==> src/rtl/regfile_pkg.sv <==
// Shared types and helpers for the issue/write-back register file.
package regfile_pkg;

  // Widest register address the pending pipe can track (up to 32 registers).
  localparam int MAX_AW = 5;

  // Widest ALU result the resize helper handles.
  localparam int MAX_WIDTH = 64;

  // Instruction field positions, in units of AW bits: {rd, rs2, rs1}.
  localparam int RS1_FIELD    = 0;
  localparam int RS2_FIELD    = 1;
  localparam int RD_FIELD     = 2;
  localparam int INSTR_FIELDS = 3;

  // One slot of the pending write-back pipe: valid flag plus destination.
  typedef struct packed {
    logic              v;
    logic [MAX_AW-1:0] rd;
  } pend_t;

  // Zero-extend an ALU result of the given width into the wide container;
  // the caller truncates to the register width.
  function automatic logic [MAX_WIDTH-1:0] resize_result(
    input logic [MAX_WIDTH-1:0] value,
    input int                   width
  );
    logic [MAX_WIDTH-1:0] mask;
    if (width >= MAX_WIDTH) begin
      mask = '1;
    end else begin
      mask = (MAX_WIDTH'(1) << width) - MAX_WIDTH'(1);
    end
    return value & mask;
  endfunction

endpackage

==> src/rtl/regfile_wb_pipe.sv <==
// Pending write-back pipe: tracks destinations of issued ops until their
// ALU result lands, and reports hazards and forwarding matches.
module regfile_wb_pipe
  import regfile_pkg::*;
#(
  parameter int NUM_REGS = 4,
  parameter int ALU_LAT  = 2,
  parameter bit ZERO_REG = 1'b0,
  localparam int AW      = $clog2(NUM_REGS)
) (
  input  logic          clk,
  input  logic          rst_n,
  input  logic          i_issue,
  input  logic [AW-1:0] i_rd,
  input  logic          i_flush,
  input  logic [AW-1:0] i_rs1,
  input  logic [AW-1:0] i_rs2,
  output logic          o_wb_valid,
  output logic [AW-1:0] o_wb_addr,
  output logic          o_hazard,
  output logic          o_fwd1,
  output logic          o_fwd2
);

  pend_t r_pend [1:ALU_LAT];
  logic  w_hazard;

  // A pending entry matches a source unless it is the hardwired zero register.
  function automatic logic hits(input pend_t e, input logic [AW-1:0] rs);
    return e.v && (e.rd == MAX_AW'(rs)) && !(ZERO_REG && (rs == '0));
  endfunction

  // Shift the pipe every cycle; a stalled cycle injects an all-zero bubble.
  always_ff @(posedge clk or negedge rst_n) begin
    if (!rst_n) begin
      for (int k = 1; k <= ALU_LAT; k++) r_pend[k] <= '0;
    end else if (i_flush) begin
      for (int k = 1; k <= ALU_LAT; k++) r_pend[k] <= '0;
    end else begin
      r_pend[1] <= i_issue ? pend_t'({1'b1, MAX_AW'(i_rd)}) : '0;
      for (int k = 2; k <= ALU_LAT; k++) r_pend[k] <= r_pend[k-1];
    end
  end

  // Any source matching a slot that has not yet reached write-back stalls.
  always_comb begin
    w_hazard = 1'b0;
    for (int k = 1; k < ALU_LAT; k++) begin
      if (hits(r_pend[k], i_rs1) || hits(r_pend[k], i_rs2)) w_hazard = 1'b1;
    end
  end

  assign o_hazard   = w_hazard;
  assign o_fwd1     = hits(r_pend[ALU_LAT], i_rs1);
  assign o_fwd2     = hits(r_pend[ALU_LAT], i_rs2);
  assign o_wb_valid = r_pend[ALU_LAT].v && !i_flush;
  assign o_wb_addr  = r_pend[ALU_LAT].rd[AW-1:0];

endmodule

==> src/rtl/regfile_issue_wb.sv <==
// Register file that issues operand pairs to a fixed-latency ALU and writes
// the ALU result back to the destination register ALU_LAT cycles later.
module regfile_issue_wb
  import regfile_pkg::*;
#(
  parameter int REGF_WIDTH = 16,
  parameter int ALU_WIDTH  = 16,
  parameter int NUM_REGS   = 4,
  parameter int ALU_LAT    = 2,
  parameter bit ZERO_REG   = 1'b0,
  localparam int AW        = $clog2(NUM_REGS)
) (
  input  logic                         clk,
  input  logic                         rst_n,
  input  logic                         i_instr_valid,
  output logic                         o_instr_ready,
  input  logic [INSTR_FIELDS*AW-1:0]   i_instruction,
  input  logic                         i_flush,
  output logic [REGF_WIDTH-1:0]        o_op1,
  output logic [REGF_WIDTH-1:0]        o_op2,
  output logic                         o_op_valid,
  input  logic [ALU_WIDTH-1:0]         i_alu_result,
  output logic                         o_wb_valid,
  output logic [AW-1:0]                o_wb_addr
);

  logic [REGF_WIDTH-1:0] r_regs [NUM_REGS];
  logic [REGF_WIDTH-1:0] r_op1;
  logic [REGF_WIDTH-1:0] r_op2;
  logic                  r_op_valid;

  logic [AW-1:0]         w_rs1;
  logic [AW-1:0]         w_rs2;
  logic [AW-1:0]         w_rd;
  logic                  w_hazard;
  logic                  w_fwd1;
  logic                  w_fwd2;
  logic                  w_ready;
  logic                  w_issue;
  logic                  w_wb_valid;
  logic [AW-1:0]         w_wb_addr;
  logic [REGF_WIDTH-1:0] w_wb_data;
  logic [REGF_WIDTH-1:0] w_read1;
  logic [REGF_WIDTH-1:0] w_read2;

  assign w_rs1 = i_instruction[RS1_FIELD*AW +: AW];
  assign w_rs2 = i_instruction[RS2_FIELD*AW +: AW];
  assign w_rd  = i_instruction[RD_FIELD*AW  +: AW];

  assign w_wb_data = REGF_WIDTH'(resize_result(MAX_WIDTH'(i_alu_result), ALU_WIDTH));

  // Ready depends only on hazard and flush, so instr_valid never loops back.
  assign w_ready = !w_hazard && !i_flush;
  assign w_issue = i_instr_valid && w_ready;

  regfile_wb_pipe #(
    .NUM_REGS (NUM_REGS),
    .ALU_LAT  (ALU_LAT),
    .ZERO_REG (ZERO_REG)
  ) u_pipe (
    .clk        (clk),
    .rst_n      (rst_n),
    .i_issue    (w_issue),
    .i_rd       (w_rd),
    .i_flush    (i_flush),
    .i_rs1      (w_rs1),
    .i_rs2      (w_rs2),
    .o_wb_valid (w_wb_valid),
    .o_wb_addr  (w_wb_addr),
    .o_hazard   (w_hazard),
    .o_fwd1     (w_fwd1),
    .o_fwd2     (w_fwd2)
  );

  // Operand read: the landing write-back value bypasses the array.
  always_comb begin
    w_read1 = w_fwd1 ? w_wb_data : r_regs[w_rs1];
    w_read2 = w_fwd2 ? w_wb_data : r_regs[w_rs2];
  end

  // Write decoder; the zero register (when enabled) silently drops writes.
  always_ff @(posedge clk or negedge rst_n) begin
    if (!rst_n) begin
      for (int i = 0; i < NUM_REGS; i++) r_regs[i] <= '0;
    end else if (w_wb_valid && !(ZERO_REG && (w_wb_addr == '0))) begin
      r_regs[w_wb_addr] <= w_wb_data;
    end
  end

  // Operand registers hold their value across stalls; op_valid pulses per issue.
  always_ff @(posedge clk or negedge rst_n) begin
    if (!rst_n) begin
      r_op1      <= '0;
      r_op2      <= '0;
      r_op_valid <= 1'b0;
    end else begin
      r_op_valid <= w_issue;
      if (w_issue) begin
        r_op1 <= w_read1;
        r_op2 <= w_read2;
      end
    end
  end

  assign o_instr_ready = w_ready;
  assign o_op1         = r_op1;
  assign o_op2         = r_op2;
  assign o_op_valid    = r_op_valid;
  assign o_wb_valid    = w_wb_valid;
  assign o_wb_addr     = w_wb_addr;

endmodule

==> config.mk <==
export PLATFORM = sky130hd
export DESIGN_NAME = regfile_issue_wb
export DESIGN_NICKNAME = d
export VERILOG_FILES = /design/src/rtl/regfile_pkg.sv /design/src/rtl/regfile_wb_pipe.sv /design/src/rtl/regfile_issue_wb.sv
export SDC_FILE = /design/constraint.sdc
export NUM_CORES = 1
export LEC_CHECK = 0
export CORE_MARGIN = 2
export CORE_UTILIZATION = 56
export DETAILED_ROUTE_END_ITERATION = 12
export PLACE_DENSITY = 0.79
export SYNTH_ARGS = -nofsm -noshare
export SYNTH_HDL_FRONTEND = slang
export SYNTH_HIERARCHICAL = 1
export SYNTH_SLANG_ARGS = --single-unit
==> constraint.sdc <==
create_clock -name clk -period 2.58 [get_ports clk]
set_input_delay 0.387 -clock clk [delete_from_list [all_inputs] [get_ports clk]]
set_output_delay 0.387 -clock clk [all_outputs]
set_load 0.01 [all_outputs]
==> out/qor.tcl <==
set qor(run_status) {finished clean}
set qor(tns_ps) 0
set qor(die_width_um) 98.9
set qor(drt_drc) 0
set qor(timing.reg2reg.worst_path_depth) 8
set qor(r2r_slack_ps) 760
set qor(worst_setup_hold_path_clk_slew_ps) 90
set qor(final_hold_viol_count) 0
set qor(first_global_vias) 3085
set qor(vias) 3098
set qor(cts.root.buffer_cell) {sky130_fd_sc_hd__clkbuf_8}
set qor(placement.io_buffers) 62
set qor(filler_cell_count) 593
set qor(post_route_cells_drive_above_1_share) 0.304
set qor(final_slew_violations) 0
set qor(synth.avg_cell_area_um2) 14.6
set qor(ant_nets) 0
set qor(synthesis.nets) 371
set qor(drt_wl_total_um) 10100
set qor(critPathSlowestCell) {sky130_fd_sc_hd__clkdlybuf4s50_1}
set qor(worst-endpoint-arrival_ps) 1990
set qor(via_per_inst) 5.86
set qor(skew_ps) 7.82
set qor(nets) 442
set qor(overall_global_routing_resource_usage) 0.216
set qor(floorplan.initialDensity) 0.578
set qor(fin_crit_ps) 2370
set qor(maxClockFrequency_mhz) 421
set qor(most-common-layout-cells) {sky130_fd_sc_hd__dfrtp_1, sky130_fd_sc_hd__mux2_2, sky130_fd_sc_hd__clkdlybuf4s50_1, sky130_fd_sc_hd__nor2_1}
set qor(grt_pass1_wl_um) 16200
set qor(timing.setup.critical_path_class) {in -> out}
set qor(cells_after_synthesis) 345
set qor(crit_path_frequent_cell) {sky130_fd_sc_hd__clkdlybuf4s50_1}
set qor(max-clock-path-buffers) 2
set qor(multi_input_area_um2) 2290
set qor(numClockSinks) 103
set qor(antenna_found_initial) 0
set qor(crit_path_cell_trace) {clkdlybuf4s50_1 > xor2_1 > o22ai_1 > and2_1 > nor2_1 > clkdlybuf4s50_1}
set qor(report.power.total_mw) 3.52
set qor(p_per_area_nw_per_um2) 582
set qor(detailed_place_hpwl_um) 6880
set qor(synthDominantAreaCellType) {sky130_fd_sc_hd__dfrtp_1}
set qor(routed_wire_length_per_instance_um) 19.1
set qor(cp_slowest_stage_delay_ps) 540
set qor(yosys-top-cells-area) {sky130_fd_sc_hd__dfrtp_1, sky130_fd_sc_hd__mux2_2, sky130_fd_sc_hd__mux4_2}
set qor(synthDistinctLibCells) 23
set qor(worst_setup_path_start_kind) {input pin}
set qor(ys_seq_elements) 103
set qor(area.growth.synth_to_final_pct) 19.8
set qor(antennaDiodeCount) 0
set qor(placementRows) 34
set qor(cap_violations) 0
set qor(regToRegEndpoint) {o_op2[3]}
set qor(dr.first_iter.drc_count) 116
set qor(setup_viol_count_final) 0
set qor(grt_start_max_net_pins) 46
set qor(critical_path_required_ps) 2190
set qor(die_footprint_um2) 9780
set qor(placeable_area_um2) 8720
set qor(r2r_start) {u_pipe/r_pend[7]}
set qor(finalCritPeriodShare) 0.920
set qor(critPathMaxFanout) 2
set qor(grt_setup_unrepaired) {false}
set qor(global_route.overflow_total) 0
set qor(synth.top_cell.area_share) 0.511
set qor(max_slew_margin) 0.609
set qor(clkLatencyLatePin_ps) 370
set qor(cts_buffers) 9
set qor(final_common_cell) {sky130_fd_sc_hd__dfrtp_1}
set qor(whs_ps) 16.4
set qor(post_synth_instance_area_um2) 5040
set qor(number_of_setup_buffers_added_after_cts) 0
set qor(gp_congestion) 0.746
set qor(drt_first_pass_iters) 4
set qor(sequential_cell_area_um2) 2580
set qor(io-pin-count) 63
set qor(ir_drop_v) 0.000323
set qor(tightestPinTransition_ps) 587
set qor(yosysWarningCount) 6
set qor(hold_class) {in -> async}
set qor(p_leak_nw) 2.67
set qor(dieHeight_um) 98.9
set qor(cts_htree_levels) 3
set qor(ys_seq_area_frac) 0.511
set qor(cts_resized) 0
set qor(tritoncts) {done}
set qor(cts_hold_repair.buffers) 0
set qor(critical_path.endpoint_type) {output port}
==> flip-flops by register name, summed over array words and instances (netlist names) <==
name / cells
o_op2: 16
o_op_valid: 1
u_pipe/r_pend: 4
o_op1: 16
r_regs: 64
u_pipe/o_wb_addr: 2
==> critical path: cells and delay by family <==
kind / cells / cell delay [ps]
AND/OR/NAND/NOR: 2 / 280
XOR/XNOR: 1 / 170
buffers and inverters: 2 / 1030
AO/OA/AOI/OAI: 1 / 120
==> layer usage <==
metal  global-route usage  routed length [um]  up-vias
met3               0.0411                 292       14
met4               0.0748                 162        0
li1                     -                   -     1428
met1                0.298                4470     1603
met5                    0                   0        -
met2                0.349                5170       53
==> kinds of logic after synthesis <==
| family | count (synthesis) | synth area share |
|---|---|---|
| compound gates | 33 | 0.0330 |
| mux | 128 | 0.358 |
| flops | 103 | 0.511 |
| simple gates | 48 | 0.0486 |
| xor+xnor | 8 | 0.0139 |
| buf+inv | 25 | 0.0352 |
==> through the flow <==
stage          std cells  utilization  setup WS, ps  area [um^2]
2_1_floorplan        345            -           710         5040
3_3_place_gp         513        0.670           235         5850
3_5_place_dp         513        0.670           218         5850
4_1_cts              529        0.693           216         6040
5_1_grt              529        0.693           111         6040
6_report             529        0.693           206         6040
==> how the worst max path moves through the flow <==
stage | startpoint | end | slack, ps | depth (start not counted)
5_1_grt | i_instruction[3] | o_instr_ready | 110 | 6
3_5_place_dp | i_instruction[0] | o_instr_ready | 220 | 6
6_report | i_instruction[3] | o_instr_ready | 210 | 6
2_1_floorplan | u_pipe/r_pend[7] | u_pipe/r_pend[6] | 710 | 8
4_1_cts | i_instruction[0] | o_instr_ready | 220 | 6
3_3_place_gp | i_instruction[3] | o_instr_ready | 240 | 6
==> power by group <==
part	switching, mW	leakage [nW]	internal, mW	total [mW]
Clock	0.564	0.0973	0.456	1.02
Combinational	0.257	1.23	0.384	0.642
Sequential	0.0949	1.34	1.76	1.86
Total	0.916	2.67	2.60	3.52
==> cell usage after synthesis <==
| library cell | number |
|---|---|
| sky130_fd_sc_hd__a21oi_1 | 32 |
| sky130_fd_sc_hd__and2_1 | 3 |
| sky130_fd_sc_hd__and3_1 | 2 |
| sky130_fd_sc_hd__buf_12 | 2 |
| sky130_fd_sc_hd__buf_2 | 6 |
| sky130_fd_sc_hd__buf_4 | 7 |
| sky130_fd_sc_hd__buf_6 | 2 |
| sky130_fd_sc_hd__clkbuf_1 | 6 |
| sky130_fd_sc_hd__clkbuf_2 | 2 |
| sky130_fd_sc_hd__dfrtp_1 | 103 |
| sky130_fd_sc_hd__mux2_2 | 64 |
| sky130_fd_sc_hd__mux2i_1 | 32 |
| sky130_fd_sc_hd__mux4_1 | 12 |
| sky130_fd_sc_hd__mux4_2 | 20 |
| sky130_fd_sc_hd__nand3_2 | 1 |
| sky130_fd_sc_hd__nand3b_2 | 2 |
| sky130_fd_sc_hd__nor2_1 | 33 |
| sky130_fd_sc_hd__nor2b_1 | 5 |
| sky130_fd_sc_hd__nor3b_1 | 1 |
| sky130_fd_sc_hd__nor3b_4 | 1 |
| sky130_fd_sc_hd__o22ai_1 | 1 |
| sky130_fd_sc_hd__xnor2_1 | 4 |
| sky130_fd_sc_hd__xor2_1 | 4 |
==> final cells by class <==
cell class                 instances  share of cell area
sequential                       103               0.427
timing repair buffer              85               0.139
tap                              108              0.0224
clock inverter                     6              0.0114
multi-input combinational        217               0.380
clock buffer                      10              0.0211
(Power assumes the default switching activity.)
==> RTL change 1, RTL diff (same settings) <==
`NUM_REGS` is set to 4 in 2 places; all go to 8.
--- a/src/rtl/regfile_wb_pipe.sv
+++ b/src/rtl/regfile_wb_pipe.sv
@@ -5,3 +5,3 @@
 #(
-  parameter int NUM_REGS = 4,
+  parameter int NUM_REGS = 8,
   parameter int ALU_LAT  = 2,
--- a/src/rtl/regfile_issue_wb.sv
+++ b/src/rtl/regfile_issue_wb.sv
@@ -7,3 +7,3 @@
   parameter int ALU_WIDTH  = 16,
-  parameter int NUM_REGS   = 4,
+  parameter int NUM_REGS   = 8,
   parameter int ALU_LAT    = 2,
Interface: changed (resized i_instruction and o_wb_addr); port bits go from 63 to 67. The function was not compared with the original's and may differ.
==> RTL change 1 against the original RTL <==
Via count increased by 100%. Power grew 80%. Critical path type unchanged. Highest routed layer unchanged. Wire length is 130% higher. Setup slack worse by 0.10 ns. Final area is 76% higher. Largest cell class is now multi-input gates. Area after synthesis is 78% higher. Fmax fell by 4.2%. Sequential cell count is 66 higher.
==> RTL change 1: results (changes against the original RTL) <==
metric;value;unit;change
synth.top_cells.by_area;dfrtp_1 47%, mux2_2 20%, mux2i_1 9.4%;;
synth_xor_area_share;1.17;%;-0.22 points
fin_cells;991;;+87%
irDropWorstVdd;0.440;mV;+36%
track_usage;29.0;%;+7.4 points
met3_length;1180;µm;+300%
max_slew_margin;44.9;%;-16 points
wl_met2;11600;µm;+120%
ys_seq_area_share;47.1;%;-4.0 points
fillers;1150;;+94%
gp_congestion;0.859;;+15%
dp_slack;0.107;ns;-0.111 ns
wl_met1;10200;µm;+130%
synth_compound_area_share;9.33;%;+6.0 points
period_needed;2.48;ns;+0.104 ns
synthMuxAreaShare;31.4;%;-4.4 points
yosys_warnings;6;;unchanged
overflow;0;;unchanged
placed_area;10000;µm²;+72%
drive_gt1_share;36.1;%;+5.7 points
dp.cells;958;;+87%
vias;6259;;+100%
r2r_setup_slack;0.57;ns;-0.19 ns
grt_max_degree;74;;+61%
netlist_instances;688;;+99%
timing.rr.start;u_pipe/r_pend[7]$_DFF_PN0_;;
cts_buffer_depth;2;;unchanged
cp_common_cell;clkdlybuf4s50_1;;
clkTransAtPathRegs;0.06;ns;-0.03 ns
status;complete, no violations;;
io_buffers;66;;+6.5%
hold_slack;0.507;ns;+0.490 ns
cellLeakagePower;0.00490;µW;+83%
grt_pass1_vias;6475;;+110%
critPathCaptureType;output port;;
cts_buffers;17;;+8
largest_reg_flops;128;;+100%
insertion_delay;0.43;ns;+0.06 ns
detailed_place_hpwl;14100;µm;+100%
hold_class;reg2reg;;
synth_common_cells;169 x dfrtp_1, 162 x mux2_2, 84 x mux2i_1;;
synth.distinct_cells;40;;+74%
fin_skew;0.00631;ns;-0.00150 ns
worstSetupStartpoint;i_instruction[4];;
first_iter_violations;526;;+350%
critical_path_arrival;2.09;ns;+0.10 ns
grt_pass1_wl;36900;µm;+130%
nets;791;;+79%
diodes;0;;unchanged
largest_register;r_regs;;
r2r-end;o_op1[15]$_DFFE_PN0P_;;
synth_fp_nets;717;;+93%
clk_root_buffer_cell;clkbuf_16;;
wl;23500;µm;+130%
cp_slowest_cell;clkdlybuf4s50_1;;
cpLargestDelayFamily;buffers and inverters;;
crit_fanout;3;;+1
first_pass_iters;5;;+1
cts_htree_levels;4;;+1
## RTL change 1: final cells by class
cell class                 count  area (µm²)  area share, %
sequential                   169        4230           39.8
clock buffer                  21         460           4.33
multi-input combinational    465        4450           41.8
clock inverter                11         121           1.14
timing repair buffer         109        1100           10.4
tap                          216         270           2.54
## RTL change 1: report_power, final
group / switching, µW / leakage, µW / internal (µW)
Clock: 1050 / 0.000283 / 1480
Combinational: 422 / 0.00234 / 450
Sequential: 122 / 0.00228 / 2810
## RTL change 1: tightest hold or removal path, delay by kind of cell, from the launching register on
family / cells / cell delay, ns
AO/OA/AOI/OAI: 1 / 0.06
multiplexers: 1 / 0.07
flip-flops: 1 / 0.34
## RTL change 1: what timing repair did
action / 4_1_cts / 5_1_grt
setup buffers: 0 / 0
hold endpoints to repair: 1 / 0
hold buffers: 1 / 0
gates resized for setup: 0 / 0
## RTL change 1: worst min-delay path by stage
stage	start	endpoint	depth (start not counted)
after floorplan	rst_n	o_op1[0]$_DFFE_PN0P_	0
after global placement	rst_n	r_regs[98]$_DFFE_PN0P_	1
after detailed placement	rst_n	o_op2[0]$_DFFE_PN0P_	1
after CTS	o_op1[13]$_DFFE_PN0P_	o_op1[13]$_DFFE_PN0P_	2
after global routing	i_instruction[6]	u_pipe/r_pend[6]$_DFF_PN0_	2
final	o_op1[13]$_DFFE_PN0P_	o_op1[13]$_DFFE_PN0P_	2
## RTL change 1: cells by family after synthesis
logic type / after synthesis
compound gates: 111
xor+xnor: 12
buf+inv: 54
flops: 169
simple gates: 85
mux: 257
## RTL change 1: routing by layer
metal  up-vias  global-route usage [%]
li1       2747                       -
met1      3246                    39.0
met2       217                    47.1
met3        49                    5.42
met4         0                    11.2
met5         -                       0
==> RTL change 2, RTL diff (same settings) <==
Made on the original files. Reset style: synchronous (`rst_n`), changed in 3 clocked blocks.
--- a/src/rtl/regfile_wb_pipe.sv
+++ b/src/rtl/regfile_wb_pipe.sv
@@ -33,3 +33,3 @@
   // Shift the pipe every cycle; a stalled cycle injects an all-zero bubble.
-  always_ff @(posedge clk or negedge rst_n) begin
+  always_ff @(posedge clk) begin
     if (!rst_n) begin
--- a/src/rtl/regfile_issue_wb.sv
+++ b/src/rtl/regfile_issue_wb.sv
@@ -81,3 +81,3 @@
   // Write decoder; the zero register (when enabled) silently drops writes.
-  always_ff @(posedge clk or negedge rst_n) begin
+  always_ff @(posedge clk) begin
     if (!rst_n) begin
@@ -90,3 +90,3 @@
   // Operand registers hold their value across stalls; op_valid pulses per issue.
-  always_ff @(posedge clk or negedge rst_n) begin
+  always_ff @(posedge clk) begin
     if (!rst_n) begin
Behaviour: differs if rst_n is asserted again (counterexample within 4 cycles, from zero or initial values and one cycle with rst_n low); with rst_n held inactive, the same outputs for 4 cycles.
==> RTL change 2 against the original RTL <==
Count of clock-buffer cells in the layout shrank 1. Critical path depth grew 1. Die area grew 0.86%. Clock skew grew 0.0056 ns. Critical path type unchanged. Global-route usage grew 4.5 points. Combinational power shrank 15%. Area after synthesis grew 0.89%. Setup slack lost 0.098 ns. Sequential share of layout area grew 2.8 points. Wire length grew 26%. Power shrank 1.2%. Sequential cell count is the same. Final area grew 0.60%.
==> RTL change 2: results (changes against the original RTL) <==
metric;value;unit;change
hold_start;o_op2[2]$_SDFFE_PN0P_;;
layout_commonest_cell;edfxtp_1;;
synth.top_cells.by_area;edfxtp_1 41%, dfxtp_1 13%, mux2_2 8.0%;;
synth.distinct_cells;32;;+39%
largest_register;r_regs;;
cts_htree_levels;3;;unchanged
fin_skew;0.0134;ns;+0.00561 ns
critical_path_arrival;2.09;ns;+0.10 ns
hold_class;reg2reg;;
detailed_place_hpwl;7570;µm;+10%
synth_common_cells;70 x edfxtp_1, 53 x and2_1, 36 x mux2_2;;
ys_seq_area_share;54.3;%;+3.2 points
first_iter_violations;527;;+350%
crit_fanout;2;;unchanged
hold_buffers;0;;unchanged
irDropWorstVdd;0.336;mV;+3.8%
synth_edf_count;70;;+70
timing.rr.start;u_pipe/r_pend[2][0]$_SDFFCE_PN0P_;;
worstSetupStartpoint;i_instruction[2];;
wl;12700;µm;+26%
cts_buffers;9;;unchanged
diodes;0;;unchanged
cellInternalPower;2570;µW;-1.1%
grt_antenna_before_repair;0;;unchanged
first_pass_iters;8;;+4
post_cts_buffers;0;;unchanged
grt_max_degree;42;;-8.7%
grt_pass1_vias;3776;;+22%
insertion_delay;0.37;ns;about the same
ys_async_sr_fraction;0;%;-100 points
cts_buffer_depth;2;;unchanged
drive_gt1_share;21.7;%;-8.7 points
grt_pass1_wl;19900;µm;+23%
seqPwrFrac;54.5;%;+1.7 points
power.combinational.fraction;15.7;%;-2.5 points
max_slew_margin;21.2;%;-40 points
track_usage;26.1;%;+4.5 points
yosys_warnings;6;;unchanged
ys.flop_type;edfxtp_1;;
clk_root_buffer_cell;clkbuf_8;;
largest_reg_flops;64;;unchanged
gp_congestion;0.789;;+5.8%
io_buffers;62;;unchanged
fillers;632;;+6.6%
via_per_inst;6.37;;+8.8%
clkTransAtPathRegs;0.09;ns;about the same
nets;495;;+12%
status;complete, no violations;;
cts_resized;0;;unchanged
cellLeakagePower;0.00236;µW;-12%
-- RTL change 2: final timing paths --
path | slack [ns] | endpoint | cells past startpoint
setup reg to reg | 0.29 | o_op2[9]$_SDFFE_PN0P_ | 6
hold / removal | 0.55 | o_op2[2]$_SDFFE_PN0P_ | 2
setup / recovery | 0.11 | o_instr_ready | 7
hold reg to reg | 0.55 | o_op2[2]$_SDFFE_PN0P_ | 2
-- RTL change 2: per-stage QoR --
stage,instance area [µm²],total power [µW],hold slack [ns],setup slack (ns),instances
after floorplan,5110,2230,0.515,0.126,407
after global placement,5880,2450,0.519,0.0714,566
after detailed placement,5880,2470,0.525,-0.0738,566
after CTS,6080,3470,0.551,0.108,582
after global routing,6080,3580,0.573,0.0123,582
final,6080,3480,0.550,0.108,582
-- RTL change 2: worst max-delay path, cell delays in order --
cell and delay [ns]:
clkdlybuf4s50_1 0.50, buf_4 0.13, xor2_1 0.15, o22ai_1 0.09
and2_1 0.18, nor2_1 0.09, clkdlybuf4s50_1 0.55
-- RTL change 2: kinds of logic (layout without fill, tap and decap cells) --
family,Yosys count,in the layout,synth area share (%)
flip-flops,103,103,54.3
AO/OA/AOI/OAI,98,98,12.8
AND/OR/NAND/NOR,91,91,11.6
multiplexers,64,64,15.6
buffers and inverters,37,104,4.25
XOR/XNOR,8,8,1.38
other,1,6,0.0737
-- RTL change 2: metal layers --
metal | track usage (%) | up-vias | wire (µm)
met3 | 4.50 | 12 | 1000
li1 | - | 1664 | -
met1 | 35.8 | 1843 | 5250
met2 | 43.2 | 188 | 6270
met5 | 0 | - | 0
met4 | 7.17 | 0 | 156
-- RTL change 2: layout make-up --
cell class	count	share of cell area (%)
flip-flops and latches	103	45.4
multi-input cells	267	35.1
repair buffers	88	14.0
well taps	108	2.22
clock buffers	9	2.04
clock inverters	7	1.17
